===== config.mk =====
export PLATFORM = sky130hd
export DESIGN_NAME = spsram_bank_ctrl
export DESIGN_NICKNAME = d
export VERILOG_FILES = /design/src/rtl/spsram_bank_ctrl.sv
export SDC_FILE = /design/constraint.sdc
export NUM_CORES = 1
export LEC_CHECK = 0
export BUFFER_PORTS_ARGS = -buffer_cell sky130_fd_sc_hd__buf_2
export CORE_AREA = 2 2 186 188
export CTS_BUF_LIST = sky130_fd_sc_hd__clkbuf_8
export DETAILED_ROUTE_END_ITERATION = 8
export DIE_AREA = 0 0 188 190
export PLACE_DENSITY = 0.52
export SYNTH_ARGS = -nofsm -noshare
export SYNTH_HDL_FRONTEND = slang
export SYNTH_SLANG_ARGS = --single-unit

===== constraint.sdc =====
create_clock -name i_clk -period 2.6 [get_ports i_clk]
set_clock_uncertainty 0.05 [all_clocks]
set_input_delay 0.26 -clock i_clk [delete_from_list [all_inputs] [get_ports i_clk]]
set_output_delay 0.26 -clock i_clk [all_outputs]
set_load 0.01 [all_outputs]

===== src/rtl/spsram_bank_ctrl.sv =====
// spsram_bank_ctrl: initiator-side controller for a bank array of spsram
// macros. Accepts valid/ready read/write requests, decodes the top address
// bits into a one-hot chip enable, drives the shared registered bank pins and
// returns read data on a valid/ready response port.
// Optional build macro: SPSRAM_CTRL_ASYNC_RD_EN (combinational-read banks,
// RD_WAIT skipped, 2-cycle accept-to-response latency instead of 3).
module spsram_bank_ctrl #(
    parameter  int BW_DATA  = 64,
    parameter  int BW_ADDR  = 6,
    parameter  int BW_BSEL  = 2,
    localparam int NUM_BANK = 1 << BW_BSEL,
    localparam int BW_MADDR = BW_ADDR - BW_BSEL
) (
    input  logic                        i_clk,
    input  logic                        i_rstn,
    input  logic                        i_req_valid,
    output logic                        o_req_ready,
    input  logic                        i_req_wr,
    input  logic [BW_ADDR-1:0]          i_req_addr,
    input  logic [BW_DATA-1:0]          i_req_data,
    output logic                        o_rsp_valid,
    input  logic                        i_rsp_ready,
    output logic [BW_DATA-1:0]          o_rsp_data,
    output logic                        o_busy,
    output logic [BW_DATA-1:0]          o_mem_data,
    output logic [BW_MADDR-1:0]         o_mem_addr,
    output logic                        o_mem_wen,
    output logic                        o_mem_oen,
    output logic [NUM_BANK-1:0]         o_mem_cen,
    input  logic [NUM_BANK*BW_DATA-1:0] i_mem_rdata
);

    typedef enum logic [1:0] {
        IDLE,
        RD_ISSUE,
        RD_WAIT,
        RSP
    } state_t;

    state_t                state, state_n;
    logic [BW_BSEL-1:0]    bank_q, bank_n;
    logic [NUM_BANK-1:0]   cen_n;
    logic                  wen_n, oen_n;
    logic [BW_MADDR-1:0]   addr_n;
    logic [BW_DATA-1:0]    data_n;
    logic [BW_DATA-1:0]    rsp_data_n;
    logic                  accept;
    logic                  capture;

    // Ready and status flags come from the state register only.
    assign o_req_ready = (state == IDLE);
    assign o_rsp_valid = (state == RSP);
    assign o_busy      = (state != IDLE);
    assign accept      = i_req_valid && o_req_ready;

    // Next-state and next bank-pin values; pins default to idle, addr/data hold.
    always_comb begin
        state_n    = state;
        bank_n     = bank_q;
        cen_n      = '0;
        wen_n      = 1'b0;
        oen_n      = 1'b0;
        addr_n     = o_mem_addr;
        data_n     = o_mem_data;
        rsp_data_n = o_rsp_data;
        capture    = 1'b0;
        case (state)
            IDLE: begin
                if (accept) begin
                    bank_n = i_req_addr[BW_ADDR-1 -: BW_BSEL];
                    addr_n = i_req_addr[BW_MADDR-1:0];
                    cen_n  = NUM_BANK'(1) << i_req_addr[BW_ADDR-1 -: BW_BSEL];
                    if (i_req_wr) begin
                        wen_n  = 1'b1;
                        data_n = i_req_data;
                    end else begin
                        oen_n   = 1'b1;
                        state_n = RD_ISSUE;
                    end
                end
            end
            RD_ISSUE: begin
`ifdef SPSRAM_CTRL_ASYNC_RD_EN
                capture = 1'b1;
                state_n = RSP;
`else
                cen_n   = o_mem_cen;
                oen_n   = 1'b1;
                state_n = RD_WAIT;
`endif
            end
            RD_WAIT: begin
                capture = 1'b1;
                state_n = RSP;
            end
            RSP: begin
                if (i_rsp_ready) begin
                    state_n = IDLE;
                end
            end
            default: state_n = IDLE;
        endcase
        if (capture) begin
            rsp_data_n = i_mem_rdata[int'(bank_q)*BW_DATA +: BW_DATA];
        end
    end

    // State, latched bank index, registered bank pins and response data.
    always_ff @(posedge i_clk) begin
        if (!i_rstn) begin
            state      <= IDLE;
            bank_q     <= '0;
            o_mem_cen  <= '0;
            o_mem_wen  <= 1'b0;
            o_mem_oen  <= 1'b0;
            o_mem_addr <= '0;
            o_mem_data <= '0;
            o_rsp_data <= '0;
        end else begin
            state      <= state_n;
            bank_q     <= bank_n;
            o_mem_cen  <= cen_n;
            o_mem_wen  <= wen_n;
            o_mem_oen  <= oen_n;
            o_mem_addr <= addr_n;
            o_mem_data <= data_n;
            o_rsp_data <= rsp_data_n;
        end
    end

endmodule


==> metrics, run 1 <==
Bufs on Longest Clock Path 2; Die X 188 um; global route overflow 0; hold depth 3; initial DRC count approximately 280; dpl cells 1598; port bufs 471; Max Cap Viol 0; CP startpoint kind flop; min Tclk post-route 2.287 ns; Pwr per Cell Area ~650 nW/um^2; crit path capture type flop; Post-Syn Area roughly 6900 um^2; cell family with most CP delay buffers and inverters; Clock Sinks around 140; Slew Limit Headroom a little over half; H-tree lvl count 4; Core ar. 33950 um^2; sequential power share 38.6%; Syn Inst Count 712; Peak VDD IR 285.4 uV; Comb pwr share 36.6%; total CTS buffers 17; first-pass GRT wire length 40.52 mm; Routed Antenna Nets 0; CTS tree done; Final Slew Violations 0; Yosys warning total 0; Final nets 1604; Final period util slightly below 90%; total nets after synthesis 1048; FMAX 437.3 MHz; first drt pass iteration count 4; residual DRC count 0; Clock Latency Late Sink 0.48 ns; Yosys reg bits 142; row cnt 68; switching share of power 37.29%; Root Driver clkbuf_8; CP max stage cell dlygate4sd3_1; final hold violation count 0; routed length per instance 15.86 um; Final Hold Slack roughly 0.044 ns; Psw 0.002693 W; RSZ-0062 raised after global routing no; vias in the first global route 7410; ant diodes 0; Vias approximately 7500; Leak 5.017 nW; WP data required approximately 3 ns; layout cells sized above 1 41.84%; Setup-failing EPs final 0; initial antenna violation count 2; worst path arrival time 2.62 ns; Worst path depth 7; critical path class flop to flop; final std cells w/o fill 1736; Clk network pwr share 24.8%; crit path max fanout 56; CTS resizes 0; placer congestion estimate 0.8185; post-synth cell types 28; status finished clean; Starting Density 20.46%; Vert. Die Dim 190 um; Hold/Removal Path Class input port to flop; final WL between 20 and 30 mm; Avg Cell Area, Syn 9.755 um^2; vias per cell ~4.3; CP bufs+invs 4; DP Wirelength 20.23 mm; internal power 0.004527 W; CP Cell Sequence inv_1 > ha_2 > buf_4 > nand3b_1 > buf_12 > o221ai_1 > dlygate4sd3_1; clk slew on worst S/H paths ~0.1 ns; CP peak stage delay between 0.5 and 0.6 ns; die area around 36000 um^2; Worst-Margin Slew between 0.6 and 0.7 ns; Layout Area Growth over Synthesis 60.40%; register area share after synthesis 40.93%; worst r2r path cells 7; GRT Util Overall ~15%; Setup TNS 0 ns; largest net degree at the start of global routing ~150; io pins approximately 470
## per-layer routing
| layer | part of all wire (%) | GRT usage (%) | vias to the layer above |
|---|---|---|---|
| li1 | - | - | 3682 |
| met2 | 50 | 25.45 | 308 |
| met5 | 0 | 0 | - |
| met3 | 6.5 | 3.671 | 49 |
| met1 | 41 | 17.02 | 3490 |
| met4 | 3.4 | 7.783 | 0 |
## power groups by stage
stage          registers (W)  clock network [W]  logic [W]
2_1_floorplan        0.00293                  0    0.00140
3_3_place_gp         0.00282                  0    0.00250
3_5_place_dp         0.00283                  0    0.00252
4_1_cts              0.00279            0.00187    0.00267
5_1_grt              0.00284            0.00198    0.00286
6_report             0.00279            0.00179    0.00264
## repair_timing
item / 4_1_cts / 5_1_grt
endpoints found under the hold margin: 93 / 2
setup buffers: 0 / 0
endpoints found under the setup margin: 0 / 0
hold buffers: 104 / 2
## through the flow
step	power [W]	setup WS, ns	area, um^2	util [%]
after CTS	0.007323	0.3078	11120	32.76
after floorplan	0.004332	1.096	6945	-
after detailed placement	0.005347	0.5822	9697	28.56
after global placement	0.005325	0.6395	9697	28.56
after global routing	0.007680	0.1644	11140	32.82
final	0.007220	0.3135	11140	32.82
## final timing paths
check                  startpoint        endpoint  slack, ns
hold reg to reg    o_mem_data[41]  o_mem_data[41]       0.40
hold / removal    i_mem_rdata[83]  o_rsp_data[19]       0.04
setup reg to reg         state[0]  o_rsp_data[46]       0.31
setup / recovery         state[0]  o_rsp_data[46]       0.31
## layout make-up
| cell class | count | area (um^2) |
|---|---|---|
| well taps | 455 | 569.3 |
| repair buffers | 604 | 3686 |
| clock buffers | 17 | 234.0 |
| inverters | 3 | 11.26 |
| flip-flops and latches | 142 | 2846 |
| clock inverters | 15 | 148.9 |
| fillers | 3555 | 22810 |
| multi-input cells | 500 | 3645 |
## flip-flops by register name (all words and copies together), names as in the netlist
register    cells
bank_q          2
o_mem_addr      4
o_mem_cen       4
o_mem_data     64
o_mem_oen       1
o_mem_wen       1
o_rsp_data     64
state           2
## cell usage in the layout (no fill, tap or decap), drive strengths merged, types with 5 or more instances in the layout
cell type and instances:
buf 498, dfxtp 142, nand2 139, mux2i 130
dlygate4sd3 106, a21boi 70, nand3b 65, o221ai 64
clkbuf 17, inv 12, nand3 7, nor2b 5
ha 5, clkinv 5
## cells by family after synthesis
family | after synthesis | synth area share, %
AND/OR/NAND/NOR | 224 | 16.50
adder cells (fa/ha/maj) | 5 | 0.9007
buffers and inverters | 70 | 6.629
flip-flops | 142 | 40.93
AO/OA/AOI/OAI | 141 | 16.30
multiplexers | 130 | 18.74
## Yosys cell counts
master	instances	area share (%)
buf_6	19	3.1
or3b_1	1	0.13
nand2b_1	1	0.090
mux2i_1	130	19
buf_2	32	2.3
and3_1	1	0.090
nor2b_1	5	0.45
nor2_1	2	0.11
a22oi_1	2	0.22
nand2_4	1	0.16
a21boi_1	50	5.4
nand2_1	138	7.5
o41ai_1	1	0.13
inv_1	3	0.16
o21ai_0	1	0.072
a21boi_0	20	2.2
nand3_1	5	0.36
clkbuf_1	12	0.65
and2_1	2	0.18
buf_4	4	0.43
and3_4	1	0.16
o221ai_1	64	8.1
a21oi_1	2	0.14
nand3_2	2	0.29
nand3b_1	65	7.0
dfxtp_1	142	41
o21a_1	1	0.11
ha_1	5	0.90
## tightest hold or removal path, delay by kind of cell
family,cells,cell delay (ns)
muxes,1,0.06
AOI/OAI and AO/OA,1,0.15
buffers and inverters,1,0.08
No activity file was read; power rests on OpenSTA's default activity.
==> inputs of run 2 (changes only) <==
- ABC_AREA: not set -> 1
- CORE_AREA: 2 2 186 188 -> 2 2 181 183
- DIE_AREA: 0 0 188 190 -> 0 0 183 185
- GPL_TIMING_DRIVEN: not set -> 0
- PLACE_DENSITY: 0.52 -> 0.54
==> metrics, run 2 <==
status finished clean; share of the synthesized area in the top cell type 40.67% (-0.26 points); initial antenna violation count 3 (+1); biggest regs o_mem_data: 64 flops, o_rsp_data: 64 flops; DP Wirelength 26.43 mm (+31%); Vias 9259 (+23%); dpl cells 1943 (+22%); Post-Synth XOR/XNOR Area 0% (unchanged); crit path max fanout 10 (-82%); most frequent cell after synthesis nand2_1; final std cells w/o fill 2041 (+18%); most common cell after layout, fill and taps aside buf_2; residual DRC count 0 (unchanged); Clk network pwr share 20.3% (-4.5 points); final hold violation count 0 (unchanged); Final Slew Violations 0 (unchanged); post-synth cell types 18 (-36%); GRT Util Overall 19.30% (+4.5 points); Leak 5.827 nW (+16%); cell family with most CP delay buffers and inverters; crit path capture type flop; fin util 34.06% (+1.2 points); Root Driver clkbuf_8; Synth Area in Compound Gates 14.72% (-1.6 points); switching share of power 45.01% (+7.7 points); Psw 0.004187 W (+55%); io pins 472 (unchanged); multiplexer share of the synthesized area 0% (-19 points); Max Cap Viol 0 (unchanged); Worst-Margin Slew 0.5953 ns (-0.09082 ns); row cnt 66 (-2.9%); ranking of synthesized cells by area dfxtp_1, nand2_1, nand3_1; port bufs 470 (-0.21%); number of post-CTS setup repair buffers 0 (unchanged); WP data required 2.93 ns (about the same); Bufs on Longest Clock Path 2 (unchanged); CP Cell Sequence inv_1 > ha_1 > nand2_2 > nor2_4 > inv_2 > clkbuf_1 > nor2_1 > nor2_1; Final nets 1953 (+22%); sequential power share 33.2% (-5.4 points); Avg Cell Area, Syn 6.563 um^2 (-33%); FMAX 551.7 MHz (+26%); Clock Latency Late Sink 0.45 ns (-0.03 ns); worst path arrival time 2.14 ns (-0.48 ns); largest net degree at the start of global routing 19 (-87%); layout cells sized above 1 34.85% (-7.0 points); internal power 0.005115 W (+13%); min Tclk post-route 1.813 ns (-0.4739 ns); Starting Density 21.81% (+1.4 points); Post-synth EDFFs 0 (unchanged); routed length per instance 16.85 um (+6.3%); Post-DP Area 9852 um^2 (+1.6%); H-tree lvl count 4 (unchanged); Slew Limit Headroom 60.32% (+6.1 points); largest family of logic cells by synthesized area simple AND/OR/NAND/NOR gates; Setup TNS 0 ns (unchanged); global route overflow 0 (unchanged); ys flop type dfxtp_1; Yosys warning total 0 (unchanged); Layout Area Growth over Synthesis 56.12%; clk slew on worst S/H paths 0.09 ns (about the same); register area share after synthesis 40.67% (-0.26 points); first drt pass iteration count 5 (+1); Clock Sinks 142 (unchanged); Hold Buf Count CTS 63 (-39%); FFs w/ async S/R, synth 0% (unchanged); Filler cells 3553 (-0.056%); Peak VDD IR 388.6 uV (+36%); vias in the first global route 8832 (+19%); CTS tree done; initial DRC count 440 (+55%); CTS resizes 0 (unchanged); CP peak stage delay 0.40 ns (-0.17 ns); Syn Inst Count 1065 (+50%); most frequent CP cell nor2_1; Die X 183 um (-2.7%); CP startpoint kind flop; placer congestion estimate 0.9009 (+10%); Post-synth top cells nand2_1, nor2_1, dfxtp_1; Vert. Die Dim 185 um (-2.6%); vias per cell 4.537 (+4.6%); cell taking the most area after synthesis dfxtp_1; total nets after synthesis 1401 (+34%); Post-Synth Adder-Cell Area 0.8951% (-0.0056 points); Comb pwr share 46.5% (+9.9 points); CP bufs+invs 3 (-1); Core ar. 32040 um^2 (-5.6%); Routed Antenna Nets 0 (unchanged); RSZ-0062 raised after global routing no; final WL 34.40 mm (+25%); Synth Area in Simple Gates 35.39% (+19 points); CP max stage cell dfxtp_1; commonest cells after routing, fill and taps aside buf_2, nand2_1, nor2_1, dfxtp_1, nand3_1; critical path class flop to flop; Yosys reg bits 142 (unchanged); total CTS buffers 17 (unchanged); Hold/Removal Path Class input port to flop; Setup-failing EPs final 0 (unchanged); Post-Syn Area 6989 um^2 (+0.63%); Non-Filler Cell Area, Final 10910 um^2 (-2.1%); Final period util 69.72% (-18 points); die area 33860 um^2 (-5.2%); Pwr per Cell Area 852.5 nW/um^2 (+32%); first-pass GRT wire length 49.91 mm (+23%)
-- run 2: changes by cell type in the layout (fill, tap and decap cells not counted), sizes merged, moves of 69 or more --
cell / previous run / this run
a21boi: 70 / 0
a21oi: 2 / 71
mux2i: 130 / 0
nand2: 139 / 334
nand3: 7 / 130
nor2: 2 / 149
o21ai: 1 / 133
-- run 2: layout make-up --
| class | instances | area (um^2) | share of cell area, % |
|---|---|---|---|
| diodes | 3 | 7.507 | 0.06880 |
| plain buffers | 86 | 529.3 | 4.850 |
| clock buffers | 17 | 234.0 | 2.144 |
| clock inverters | 15 | 187.7 | 1.720 |
| inverters | 14 | 52.55 | 0.4816 |
| multi-input cells | 823 | 3565 | 32.67 |
| flip-flops and latches | 142 | 2843 | 26.05 |
| well taps | 408 | 510.5 | 4.678 |
| repair buffers | 533 | 2983 | 27.34 |
-- run 2: worst min-delay path: stages --
cell and delay, ns:
buf_2 0.10, nor2_1 0.05, nor2_1 0.08
-- run 2: power by group through the flow --
stage,sequential (W),clock [W],combinational (W)
6_report,0.00309,0.00189,0.00432
5_1_grt,0.00316,0.00206,0.00478
4_1_cts,0.00308,0.00198,0.00437
3_5_place_dp,0.00312,0,0.00428
3_3_place_gp,0.00310,0,0.00428
2_1_floorplan,0.00340,0,0.00210
-- run 2: metrics by stage --
step,setup WS [ns],total power [W],hold slack [ns]
after floorplan,1.136,0.005491,0.3449
after global placement,0.7641,0.007387,0.3972
after detailed placement,0.7179,0.007406,0.4023
after CTS,0.7094,0.009431,0.0005316
after global routing,0.5233,0.01000,0.002355
final,0.7874,0.009302,0.03401
-- run 2: kinds of logic (layout without fill, tap and decap cells) --
group,Yosys count,after routing
buffers and inverters,100,665
AND/OR/NAND/NOR,613,613
AO/OA/AOI/OAI,205,205
other,0,3
flip-flops,142,142
adder cells (fa/ha/maj),5,5
-- run 2: path summary, 6_finish.rpt --
kind                   from             end  slack, ns  cells past startpoint
min          i_req_data[56]  o_mem_data[56]       0.03                      3
min reg2reg    o_mem_cen[3]    o_mem_cen[3]       0.41                      2
max reg2reg        state[0]   o_mem_data[7]       0.79                      8
max                state[0]   o_mem_data[7]       0.79                      8
-- run 2: layer usage --
| layer | track usage [%] | vias up | share of wire, % |
|---|---|---|---|
| li1 | - | 4570 | - |
| met1 | 22.95 | 4244 | 42 |
| met2 | 34.08 | 403 | 49 |
| met3 | 4.483 | 42 | 7.1 |
| met4 | 6.720 | 0 | 2.5 |
| met5 | 0 | - | 0 |
